$ cat config.mk
export PLATFORM = sky130hd
export DESIGN_NAME = res_demapper
export DESIGN_NICKNAME = d
export VERILOG_FILES = /design/src/rtl/rx_pkg.sv /design/src/rtl/rdm_sc_buffer.sv /design/src/rtl/res_demapper.sv
export SDC_FILE = /design/constraint.sdc
export NUM_CORES = 1
export LEC_CHECK = 0
export ABC_AREA = 0
export BUFFER_PORTS_ARGS = -buffer_cell sky130_fd_sc_hd__buf_2
export CORE_MARGIN = 3
export CORE_UTILIZATION = 31
export DETAILED_ROUTE_END_ITERATION = 8
export PLACE_DENSITY = 0.55
export SYNTH_ARGS = -nofsm -noshare
export SYNTH_HDL_FRONTEND = slang
export SYNTH_SLANG_ARGS = --single-unit
$ cat constraint.sdc
create_clock -name i_clk -period 8.32 [get_ports i_clk]
set_input_delay 2.08 -clock i_clk [delete_from_list [all_inputs] [get_ports i_clk]]
set_output_delay 2.08 -clock i_clk [all_outputs]
set_load 0.03 [all_outputs]
$ cat src/rtl/rx_pkg.sv
// Shared constants and state encoding for the resource-element demapper.
package rx_pkg;
  localparam int NFFT       = 128;
  localparam int N_SC       = 12;
  localparam int N_SYM_SLOT = 7;
  localparam int PILOT_SYM  = 3;

  typedef enum logic [1:0] {
    IDLE  = 2'd0,
    RECV  = 2'd1,
    DRAIN = 2'd2
  } rdm_state_t;
endpackage

$ cat src/rtl/rdm_sc_buffer.sv
// 12-entry indexed shadow of allocated subcarriers plus the copy-out vector register.
module rdm_sc_buffer
  import rx_pkg::*;
#(
  parameter int DATA_WIDTH = 16
) (
  input  logic                           clk,
  input  logic                           rst_n,
  input  logic                           wr_en,
  input  logic [3:0]                     wr_idx,
  input  logic signed [2*DATA_WIDTH-1:0] wr_data,
  input  logic                           copy,
  output logic signed [2*DATA_WIDTH-1:0] out_vec [N_SC-1:0]
);

  logic signed [2*DATA_WIDTH-1:0] shadow [N_SC-1:0];

  // copy fires together with the write of the last slot, so that slot bypasses the shadow
  always_ff @(posedge clk or negedge rst_n) begin
    if (!rst_n) begin
      for (int j = 0; j < N_SC; j++) begin
        shadow[j]  <= '0;
        out_vec[j] <= '0;
      end
    end else begin
      if (wr_en) begin
        shadow[wr_idx] <= wr_data;
      end
      if (copy) begin
        for (int j = 0; j < N_SC - 1; j++) begin
          out_vec[j] <= shadow[j];
        end
        out_vec[N_SC-1] <= wr_data;
      end
    end
  end

endmodule

$ cat src/rtl/res_demapper.sv
// Extracts the 12 allocated subcarriers of each SC-FDMA symbol from a serial FFT bin stream.
module res_demapper
  import rx_pkg::*;
#(
  parameter int DATA_WIDTH = 16,
  parameter int NFFT       = rx_pkg::NFFT,
  parameter int N_SYM_SLOT = rx_pkg::N_SYM_SLOT,
  parameter int PILOT_SYM  = rx_pkg::PILOT_SYM
) (
  input  logic                           i_clk,
  input  logic                           i_rst_n,
  input  logic                           i_valid,
  input  logic signed [2*DATA_WIDTH-1:0] i_data,
  input  logic                           i_sof,
  input  logic                           i_slot_start,
  input  logic [6:0]                     i_sc_start,
  output logic signed [2*DATA_WIDTH-1:0] o_out_RDM [N_SC-1:0],
  output logic                           o_wen,
  output logic                           o_pilot,
  output logic [2:0]                     o_sym_idx,
  output logic                           o_err
);

  localparam logic [6:0] LAST_BIN = 7'(NFFT - 1);
  localparam logic [6:0] SC_MAX   = 7'(NFFT - N_SC);
  localparam logic [6:0] OFS_LAST = 7'(N_SC - 1);
  localparam logic [2:0] SYM_LAST = 3'(N_SYM_SLOT - 1);
  localparam logic [2:0] SYM_DMRS = 3'(PILOT_SYM);

  rdm_state_t state;
  logic [6:0] bin_cnt;
  logic [6:0] sc_reg;
  logic [2:0] sym_cnt;
  logic       started;

  logic       sof_acc;
  logic       sc_bad;
  logic [6:0] cur_bin;
  logic [6:0] cur_sc;
  logic [6:0] offset;
  logic       in_sym;
  logic       wr_en;
  logic       last_sc;

  // the bin on the sof cycle is bin 0 and uses the freshly presented sc_start
  assign sof_acc = i_valid && i_sof;
  assign sc_bad  = i_sc_start > SC_MAX;
  assign cur_bin = i_sof ? 7'd0 : bin_cnt + 7'd1;
  assign cur_sc  = i_sof ? i_sc_start : sc_reg;
  assign offset  = cur_bin - cur_sc;
  assign in_sym  = sof_acc ? !sc_bad : (i_valid && state == RECV);
  assign wr_en   = in_sym && (cur_bin >= cur_sc) && (offset <= OFS_LAST);
  assign last_sc = wr_en && (offset == OFS_LAST);

  rdm_sc_buffer #(
    .DATA_WIDTH(DATA_WIDTH)
  ) u_buf (
    .clk    (i_clk),
    .rst_n  (i_rst_n),
    .wr_en  (wr_en),
    .wr_idx (offset[3:0]),
    .wr_data(i_data),
    .copy   (last_sc),
    .out_vec(o_out_RDM)
  );

  always_ff @(posedge i_clk or negedge i_rst_n) begin
    if (!i_rst_n) begin
      state     <= IDLE;
      bin_cnt   <= '0;
      sc_reg    <= '0;
      sym_cnt   <= '0;
      started   <= 1'b0;
      o_wen     <= 1'b0;
      o_pilot   <= 1'b0;
      o_sym_idx <= '0;
      o_err     <= 1'b0;
    end else begin
      o_wen <= last_sc;
      o_err <= 1'b0;
      if (last_sc) begin
        o_sym_idx <= sym_cnt;
        o_pilot   <= (sym_cnt == SYM_DMRS);
      end
      if (sof_acc) begin
        bin_cnt <= '0;
        sc_reg  <= i_sc_start;
        started <= 1'b1;
        if (i_slot_start) begin
          sym_cnt <= '0;
        end else if (started) begin
          sym_cnt <= (sym_cnt == SYM_LAST) ? 3'd0 : sym_cnt + 3'd1;
        end
        // a bad allocation and a truncated previous symbol share one error pulse
        o_err <= sc_bad || (state == RECV && bin_cnt != LAST_BIN);
        state <= sc_bad ? DRAIN : RECV;
      end else if (i_valid) begin
        bin_cnt <= bin_cnt + 7'd1;
        if (state == RECV && cur_bin == LAST_BIN) begin
          state <= DRAIN;
        end
      end
    end
  end

endmodule

; Yosys cells after proc, flatten, opt, wreduce, memory -nomap -nowiden
; Cells that the tools add are included.
[totals]
register_bits = 794
in_bits = 44
out_inout_bits = 390
elab_cells = 78
[op_classes]
add_sub_neg = 3
order_cmp = 5
eq_ne = 6
mux = 16
reduce_logical = 15
[op_table]
columns = operator, count
row1 = 384-bit bitwise mux, 1
row2 = 32-bit demux with 4-bit select, 1
row3 = 32-bit 2-to-1 mux, 1
row4 = 7-bit 2-to-1 mux, 4
row5 = 3-bit 2-to-1 mux, 3
row6 = 1-bit logical AND, 8
row7 = 2-bit 2-to-1 mux, 4
row8 = "7-bit by 1-bit adder with 7-bit output, second input constant", 1
row9 = "7-bit by 4-bit equality test with 1-bit output, second input constant", 1
row10 = "7-bit equality test, second input constant", 1
row11 = 7-bit greater-or-equal comparator, 1
row12 = "7-bit greater-than comparator, second input constant", 1
row13 = "7-bit by 4-bit less-or-equal comparator with 1-bit output, second input constant", 1
row14 = "7-bit != test, second input constant", 1
row15 = 7-bit subtractor, 1
row16 = 2-bit nonzero test, 3
row17 = "4-bit by 5-bit < comparator with 1-bit output, second input constant", 1
row18 = "4-bit by 1-bit greater-or-equal comparator with 1-bit output, second input constant", 1
row19 = 2-bit AND reduction, 2
row20 = "3-bit by 1-bit adder with 3-bit output, second input constant", 1
row21 = "3-bit by 2-bit equality test with 1-bit output, second input constant", 1
row22 = "3-bit equality test, second input constant", 1
row23 = "2-bit by 1-bit equality test with 1-bit output, second input constant", 1
row24 = 1-bit 2-to-1 mux, 2
row25 = 2 further kinds, 2

; Logic depth before layout (Yosys ltp)
[logic_depth]
word_depth = 8
depth_mapped = 15
ltp_nobuf = 11

; By module
; Synthesis repeated with hierarchy kept, for this count alone.
[unflattened]
hier_cells = 1760
hier_area_um2 = 29111.7
[modules_own_cells]
columns = module, n_inst, cells_per_inst, area_per_inst_um2, seq_area_each_um2
row1 = rdm_sc_buffer, 1, 1602, 27468.8, 18417.7
row2 = res_demapper, 1, 158, 1642.8, 650.6

; Worst setup path before layout
; No wires, ideal clock.
[synth_timing]
path_kind = in2reg
start = in i_sof
end = reg u_buf.out_vec[373] in the netlist's numbering
setup_time_ns = 0.125
t_arrival_ns = 5.401
t_required_ns = 8.195
path_slack_ns = 2.795
path_stages = 15
n_path_buf = 5
cell_sequence = buf_4 > clkbuf_1 > mux2_2 > ha_1 > inv_1 > fa_1 > a21o_1 > a2111o_1 > o21ai_2 > nand2_2 > nor4_1 > buf_2 > buf_4 > buf_2 > mux2_2
[synth_between]
elab_chain_cells = 5
elab_cells_between_ends = 11
cone_classes = add/sub (1) / order compare (2) / eq/ne (1) / mux (3) / reduce/logical (4)
[synth_lines]
columns = element, line_no
row1 = start: declaration, res_demapper.sv:14  ; input logic i_sof,
row2 = 7-bit 2-to-1 mux (tied with other cells), res_demapper.sv:48  ; assign cur_bin = i_sof ? 7'd0 : bin_cnt + 7'd1;
row3 = 7-bit subtractor (tied with other cells), res_demapper.sv:50  ; assign offset = cur_bin - cur_sc;
row4 = 7-bit by 4-bit less-or-equal comparator with 1-bit output or 1-bit logical AND (tied branches), res_demapper.sv:52  ; assign wr_en = in_sym && (cur_bin >= cur_sc) && (offset <= OFS_LAST);
row5 = 1-bit logical AND, res_demapper.sv:52
row6 = 1-bit logical AND (*), res_demapper.sv:53  ; assign last_sc = wr_en && (offset == OFS_LAST);
row7 = end signal: indexed assignment, rdm_sc_buffer.sv:31  ; out_vec[j] <= shadow[j];
row8 = end signal: indexed assignment, rdm_sc_buffer.sv:33  ; out_vec[N_SC-1] <= wr_data;
row9 = end: declaration, rdm_sc_buffer.sv:13  ; output logic signed [2*DATA_WIDTH-1:0] out_vec [N_SC-1:0]
; Every way passes the cells marked *; elsewhere a longest branch is shown, timed or not.
; A chain may end at the register's enable or synchronous reset.

; Final worst setup path
[layout_timing]
start = in i_sof
end = reg u_buf.out_vec[273] in the netlist's numbering
; Same word-level chain as after synthesis.

==> flow_summary.json <==
{
  "hold_end": "u_buf.out_vec[372]$_DFFE_PN0P_",
  "r2r_cells": 13,
  "grt_pass1_wl_um": 112000,
  "period_needed_ps": 5740,
  "hold_viol_final": 0,
  "place_congestion": 0.723,
  "relSlewSlack_pct": 25.3,
  "cts_sinks": 762,
  "vdd_drop_max_v": 0.000144,
  "synth_edf_count": 0,
  "synth_cell_type_count": 46,
  "crit_path_end_kind": "flop",
  "r2r_slack_ps": 3920,
  "top_layer": "met4",
  "worstSetupStartpoint": "i_sof",
  "grt_pass1_vias": 17600,
  "area_delta_synth_final_pct": 21.2,
  "rsz0062_at_grt": "false",
  "antenna_left": 0,
  "ctsHoldBuffers": 0,
  "pin_count": 434,
  "worstHoldPathType": "flop to flop",
  "track_usage_pct": 14.9,
  "met1Wirelength_um": 32000,
  "root_buffer": "clkbuf_16",
  "io_buffers": 433,
  "setup_viol": 0,
  "n_fill_cell": 8904,
  "placed_cell_area_mm2": 0.0328,
  "fmax_mhz": 174,
  "synth_seq_cells": 762,
  "grt_max_degree": 182,
  "max_slew.worst_pin.slew_ps": 1100,
  "seq_area_frac_synth_pct": 65.0,
  "postCtsResizedCells": 0,
  "wl_per_cell_um": 21.1,
  "yosys_warnings": 0,
  "min-delay-start": "u_buf.out_vec[372]$_DFFE_PN0P_",
  "p_leak_nw": 19.2,
  "final_cell_area_mm2": 0.0356,
  "arrival_ps": 6240,
  "syn_inst": 1759,
  "ys_async_sr_fraction_pct": 100,
  "tritoncts": "yes",
  "wirelength_um": 74000,
  "post_cts_buffers": 0,
  "dieArea_mm2": 0.0984,
  "fin_crit_sh_pct": 69.0,
  "antenna_found_initial": 2,
  "cp-start-kind": "input port",
  "drv_slew": 0,
  "r2r-end": "u_buf.out_vec[273]$_DFFE_PN0P_",
  "power_per_cell_area_mw_per_mm2": 219,
  "top_register": "u_buf.out_vec",
  "totalNegativeSetupSlack_ps": 0,
  "initial_core_util_pct": 31.3,
  "final_nets": 2246,
  "clk_path_buf_depth": 3,
  "die_w_um": 314,
  "fin_skew_ps": 20.9,
  "min_path_cells": 1,
  "routed-wl-met3_um": 4470,
  "syn_area_mm2": 0.0293,
  "num_vias": 16200,
  "clk_latency_ps": 630,
  "crit_fanout": 94,
  "path_clk_slew_ps": 60,
  "largest_reg_flops": 384,
  "synth_nets": 1813,
  "die_h_um": 314,
  "grt-ovfl-total": 0,
  "layout-drive-gt1-share_pct": 59.2,
  "r2r-start": "bin_cnt[0]$_DFFE_PN0P_",
  "cts_buffers": 84,
  "status": "completed",
  "critPathRequiredTime_ps": 8820,
  "ys.flop_type": "dfrtp_1",
  "top_regs": "u_buf.out_vec x384, u_buf.shadow x352",
  "drt_iter0_markers": 770,
  "drv_cap": 0,
  "synth.avg_cell_area_um2": 16.7,
  "dp_hpwl_um": 48900,
  "num_rows": 112,
  "htree_num_levels": 3,
  "first_pass_iters": 4,
  "core_area_mm2": 0.0936,
  "critPathKind": "input port to flop",
  "drc": 0,
  "vias_per_cell": 4.61,
  "wl_met2_um": 35900
}
[metal layers]
layer  global-route usage [%]  up-vias
met5                        0        -
met4                     4.58        0
met3                     4.15       89
met2                     24.8      348
met1                     19.0     8675
li1                         -     7075
[where the power goes]
| group | switching, mW | internal, mW | leakage [nW] |
|---|---|---|---|
| sequential | 0.0324 | 3.76 | 10.6 |
| combinational | 0.208 | 0.0952 | 7.23 |
| clock | 1.48 | 2.20 | 1.34 |
| total | 1.72 | 6.05 | 19.2 |
[cells by family (layout without fill, tap and decap cells)]
| group | count (synthesis) | after routing | synth area share (%) |
|---|---|---|---|
| muxes | 762 | 762 | 30.0 |
| DFF | 762 | 762 | 65.0 |
| buffers and inverters | 123 | 619 | 2.35 |
| and+or+nand+nor | 67 | 67 | 1.42 |
| AOI/OAI and AO/OA | 28 | 28 | 0.593 |
| adders and majority gates | 10 | 10 | 0.452 |
| xor gates and xnor gates | 7 | 7 | 0.209 |
| other | 0 | 3 | 0 |
[cell usage in the layout, fill, tap and decap left out, drive strengths merged, types with 5 or more instances in the layout]
master | netlist | final
dfrtp | 762 | 762
mux2 | 754 | 754
buf | 81 | 464
clkbuf | 36 | 128
nand3 | 11 | 11
nand2 | 11 | 11
clkinv | 0 | 11
o21ai | 10 | 10
a21oi | 9 | 9
ha | 9 | 9
inv | 6 | 9
nor2 | 8 | 8
mux2i | 8 | 8
and3 | 5 | 5
bufinv | 0 | 5
nor3 | 5 | 5
[synthesized netlist by cell type (2+ instances only)]
cell type  instances  share of area [%]
a21o_1             3              0.077
a21oi_1            9               0.15
and2_1             2              0.043
and3_1             5               0.11
buf_2             39               0.67
buf_4             36               0.92
buf_6              6               0.23
clkbuf_1          36               0.46
dfrtp_1          762                 65
ha_1               9               0.38
inv_1              6              0.077
mux2_1            23               0.88
mux2_2           671                 26
mux2_4            60                3.1
mux2i_1            8               0.27
nand2_1            9               0.12
nand2_2            2              0.043
nand3_1           11               0.19
nand3b_1           4               0.10
nor2_1             8               0.10
nor2b_1            2              0.043
nor3_1             5              0.085
nor3b_1            3              0.077
nor4_2             3               0.13
nor4bb_1           2              0.068
o21ai_0            9               0.15
or4b_1             2              0.068
xnor2_1            3              0.090
xor2_1             4               0.12
[worst max-delay path: stages]
cell,delay [ps]
buf_2,350
mux2_2,240
ha_1,170
inv_1,90
fa_1,490
a21o_1,190
a2111o_1,420
o21ai_2,110
nand2_2,170
nor4_2,520
buf_12,360
buf_12,460
mux2_2,400
[stage by stage]
stage          power [mW]  instances  hold WS (ps)  util [%]  setup WS (ps)
2_1_floorplan        4.00       1759           452         -           2790
3_3_place_gp         4.15       3360           462      35.1           1960
3_5_place_dp         4.17       3360           471      35.1           1910
4_1_cts              7.92       3509           484      38.0           2610
5_1_grt              8.10       3509           499      38.0           2410
6_report             7.78       3512           479      38.0           2580
[area by class of cell]
class                      count  area (um^2)  area share, %
sequential                   762        19100           53.6
tap                         1254         1570           4.41
timing repair buffer         464         2500           7.02
multi-input combinational    874         9650           27.1
inverter                       6         22.5         0.0633
clock inverter                21          273          0.767
clock buffer                 128         2470           6.95
antenna                        3         7.51         0.0211
[worst max-delay path by stage]
stage | to | cells past startpoint
after CTS | u_buf.out_vec[375]$_DFFE_PN0P_ | 13
after floorplan | u_buf.out_vec[373]$_DFFE_PN0P_ | 15
after global placement | u_buf.out_vec[26]$_DFFE_PN0P_ | 13
after global routing | u_buf.out_vec[373]$_DFFE_PN0P_ | 13
final | u_buf.out_vec[273]$_DFFE_PN0P_ | 13
after detailed placement | u_buf.out_vec[377]$_DFFE_PN0P_ | 13
Power figures use the tool's default switching activity.
